File: src/rtl/if_stage.sv
// Instruction fetch stage: drives the fetch PC to imem and buffers returned
// instructions in a small in-order queue presented to decode.
module if_stage #(
  parameter logic [63:0] RESET_PC = 64'h8000_0000,
  parameter int          FQ_DEPTH = 2
) (
  input  logic        clk,
  input  logic        rst,
  output logic [63:0] pc,
  input  logic [31:0] ir,
  input  logic        stall_imem,
  input  logic        redirect,
  input  logic [63:0] redirect_pc,
  output logic        id_valid,
  input  logic        id_ready,
  output logic [31:0] id_ir,
  output logic [63:0] id_pc,
  output logic        id_rvc
);

  localparam int PTR_W = (FQ_DEPTH > 1) ? $clog2(FQ_DEPTH) : 1;
  localparam int CNT_W = $clog2(FQ_DEPTH) + 1;
  localparam logic [CNT_W-1:0] FULL_COUNT = CNT_W'(FQ_DEPTH);

  logic [63:0]      pc_reg;
  logic [PTR_W-1:0] head_reg;
  logic [PTR_W-1:0] tail_reg;
  logic [CNT_W-1:0] count_reg;

  logic [63:0] ent_pc  [FQ_DEPTH];
  logic [31:0] ent_ir  [FQ_DEPTH];
  logic        ent_rvc [FQ_DEPTH];

  logic full;
  logic push;
  logic pop;
  logic rvc;

  assign rvc  = (ir[1:0] != 2'b11);
  assign full = (count_reg == FULL_COUNT);
  // Redirect squashes both ends of the queue in the same cycle.
  assign pop  = (count_reg != '0) && id_ready && !redirect;
  assign push = !stall_imem && !redirect && (!full || pop);

  always_ff @(posedge clk) begin
    if (rst) begin
      pc_reg    <= RESET_PC;
      head_reg  <= '0;
      tail_reg  <= '0;
      count_reg <= '0;
    end else if (redirect) begin
      pc_reg    <= {redirect_pc[63:1], 1'b0};
      head_reg  <= '0;
      tail_reg  <= '0;
      count_reg <= '0;
    end else begin
      if (push) begin
        pc_reg   <= pc_reg + (rvc ? 64'd2 : 64'd4);
        tail_reg <= tail_reg + PTR_W'(1);
      end
      if (pop) begin
        head_reg <= head_reg + PTR_W'(1);
      end
      if (push && !pop) begin
        count_reg <= count_reg + CNT_W'(1);
      end else if (pop && !push) begin
        count_reg <= count_reg - CNT_W'(1);
      end
    end
  end

  // Entries are cleared on reset so id_* read as zero until the first push.
  always_ff @(posedge clk) begin
    if (rst) begin
      for (int i = 0; i < FQ_DEPTH; i++) begin
        ent_pc[i]  <= '0;
        ent_ir[i]  <= '0;
        ent_rvc[i] <= 1'b0;
      end
    end else if (push) begin
      ent_pc[tail_reg]  <= pc_reg;
      ent_ir[tail_reg]  <= ir;
      ent_rvc[tail_reg] <= rvc;
    end
  end

  assign pc       = pc_reg;
  assign id_valid = (count_reg != '0);
  assign id_pc    = ent_pc[head_reg];
  assign id_ir    = ent_ir[head_reg];
  assign id_rvc   = ent_rvc[head_reg];

endmodule

File: config.mk
export PLATFORM = sky130hd
export DESIGN_NAME = if_stage
export DESIGN_NICKNAME = d
export VERILOG_FILES = /design/src/rtl/if_stage.sv
export SDC_FILE = /design/constraint.sdc
export NUM_CORES = 1
export LEC_CHECK = 0
export ABC_AREA = 1
export ABC_CLOCK_PERIOD_IN_PS = 8500
export BUFFER_PORTS_ARGS = -buffer_cell sky130_fd_sc_hd__buf_4
export CORE_MARGIN = 2
export CORE_UTILIZATION = 47
export DETAILED_ROUTE_END_ITERATION = 12
export GPL_TIMING_DRIVEN = 0
export HOLD_SLACK_MARGIN = 0.02
export PLACE_DENSITY = 0.69
export SLEW_MARGIN = 0
export SYNTH_ARGS = -nofsm -noshare
export SYNTH_HDL_FRONTEND = slang
export SYNTH_SLANG_ARGS = --single-unit
File: constraint.sdc
create_clock -name clk -period 8.5 [get_ports clk]
set_input_delay 0.85 -clock clk [delete_from_list [all_inputs] [get_ports clk]]
set_output_delay 0.85 -clock clk [all_outputs]
set_load 0.01 [all_outputs]
==> results.md <==
- Core ar.: around 0.028 mm^2
- Yosys top cell area share: 44.1%
- Arr. time, crit path: 3720 ps
- Max Fclk: roughly 290 MHz
- Max reg flops: 126
- Vias/cell: between 5 and 6
- HPWL Detailed: ~34000 um
- Num CTS Buffers: 27
- Overflow after GRT: 0
- Antenna-violating nets left: 0
- Area contributors post-synth: edfxtp_1 (44%), dfxtp_1 (10%), nand2_1 (9.0%)
- TNS Setup: 0 ps
- Vert. Die Dim: 171 um
- Worst-Skew Late Latency: 570 ps
- Slowest CP cell: nand3_1
- FF+latch area: 0.00713 mm^2
- PwrDens: between 150 and 200 mW/mm^2
- Synth warn: 0
- CP max stage delay: around 600 ps
- Mapped Area: 0.0131 mm^2
- Chip Width: between 150 and 200 um
- Drt drc: 0
- Layout cells sized above 1: 26.1%
- Crit path kind: input port to flop
- Port Buffers: 258
- FILL cells: 2386
- CTS max path bufs: 3
- Crit path max fanout: just under 60
- Most frequent CP cell: buf_2
- Most frequent cells in the layout: nand2_1 (311), nor2_1 (302), buf_4 (260), edfxtp_1 (192), inv_1 (159)
- Unique cell type count in the Yosys netlist: 35
- Post_cts resized: 0
- Setup Buffers After CTS: 0
- Clock sinks: 260
- Final setup vio count: 0
- Post-synth ARST share: 0%
- Routability congestion estimate from global placement: 1.00
- H-tree depth: 1
- Crit path capture type: flop
- RSZ-0062 raised after global routing: false
- Final #Nets: 1871
- Worst hold path type: flop to flop
- Max cap viols: 0
- Worst-Margin Slew: around 900 ps
- Final Cycle Share: between 40% and 50%
- CTS root buffer: clkbuf_16
- Fin crit period: 3460 ps
- Row cnt: a little over 60
- Critical Path RT: slightly below 9000 ps
- Layout Area Growth over Synthesis: 26.4%
- Initial drt markers: 1072
- Ports: 263
- Dominant cell type by area after synthesis: edfxtp_1
- Number of global-route vias before repair: 11000
- Status: finished clean
- WL/cell: 20.5 um
- Final Max Tran Viols: 0
- Initial Util: between 40% and 50%
- First-pass GRT wire length: 64700 um
- Delay-heaviest family, CP: buffers and inverters
- Syn Area/Cell: 8.85 um^2
- Initial antenna violation count: 1
- Max VDD drop: roughly 0.15 mV
- Hold_buf cts: 0
- Syn Inst Count: about 1500
- Number of flops mapped to enable cells by yosys: 192
- Final WL: 44400 um
- Vias: between 10000 and 15000
- Drt first pass iters: 5
- Worst Setup Start Kind: input port
- Skew final: 25.3 ps
- Die area: 0.0292 mm^2
- CTS clock-pin slew for the worst setup and hold paths: 60 ps
- CTS tree: done
- Commonest non-fill, non-tap cell in the layout: nand2_1
- Number of diodes: 0
- P_leak: 6.75 nW
- Flops & latches, synth: 260
- Relative slew slack: 40.4%
- Combined area of the multi-input logic cells: 0.00509 mm^2
- Top FF cell, synth: edfxtp_1
- Share of the yosys chip area belonging to registers: 54.5%
- Worst hold slack: 482 ps
- Largest net degree at the start of global routing: 60
- Buf/Inv on CP: 5
- Cell chain of the critical path: clkbuf_1 -> inv_1 -> nand3_1 -> buf_2 -> buf_2 -> nand2_4 -> buf_16
- Fin. Hold Viols: 0
- Total GRT Usage: ~30%
worst register-to-register path, cell delays in order (launching register included):
cell and delay, ps:
dfxtp_1 340, inv_2 60, nand3b_1 100, nand2_2 160, inv_2 150, nand3_1 550
buf_2 420, buf_2 230, nand2_4 470, buf_16 360
metrics by stage:
step / setup WS [ps] / cell area (um^2) / utilization [%] / std cells / power [W]
global route: 4900 / 16500 / 60.0 / 2166 / 0.00322
floorplan: 4210 / 13100 / - / 1478 / 0.00166
global placement: 1830 / 15500 / 56.2 / 2114 / 0.00186
CTS: 5040 / 16500 / 60.0 / 2166 / 0.00314
detailed placement: 4480 / 15600 / 56.5 / 2116 / 0.00187
finish: 5040 / 16500 / 60.0 / 2166 / 0.00313
cell usage after synthesis (28+ instances only):
master    number
nor2_1       302
clkbuf_1      32
mux2_2        96
a21oi_1       48
nand4_1       28
dfxtp_1       68
edfxtp_1     192
nand2_1      313
nand3_1       53
o21ai_0       52
inv_1        159
cell type report:
class,instances,area share [%]
inverters,167,3.79
plain buffers,59,1.52
flip-flops and latches,260,43.1
repair buffers,260,12.1
multi-input cells,992,30.8
clock inverters,16,1.34
clock buffers,34,4.49
well taps,378,2.86
report_power, final:
| part | switching, W | internal (W) |
|---|---|---|
| clock | 0.000517 | 0.000773 |
| sequential | 0.0000480 | 0.00143 |
| combinational | 0.000212 | 0.000155 |
per-layer routing:
metal	track usage, %	part of all wire (%)	vias to the layer above
met2	48.5	45	536
li1	-	-	5430
met1	41.5	43	5565
met5	0	0	-
met4	9.62	3.3	0
met3	4.44	8.7	84
final timing paths:
kind,slack (ps),start,depth (start not counted),end
setup / recovery,5040,rst,7,ent_pc[1][60]
hold / removal,480,head_reg,2,head_reg
setup reg to reg,5280,count_reg[0],9,ent_pc[1][55]
hold reg to reg,480,head_reg,2,head_reg
cells by family after synthesis:
group           Yosys count  share of synthesized area (%)
simple gates            745                           23.8
flops                   260                           54.5
buf+inv                 226                           6.72
compound gates          129                           5.26
mux                      96                           8.27
xor+xnor                 17                           1.14
fa+ha+maj                 3                          0.287
other cells               1                         0.0287
(Power assumes the default switching activity.)
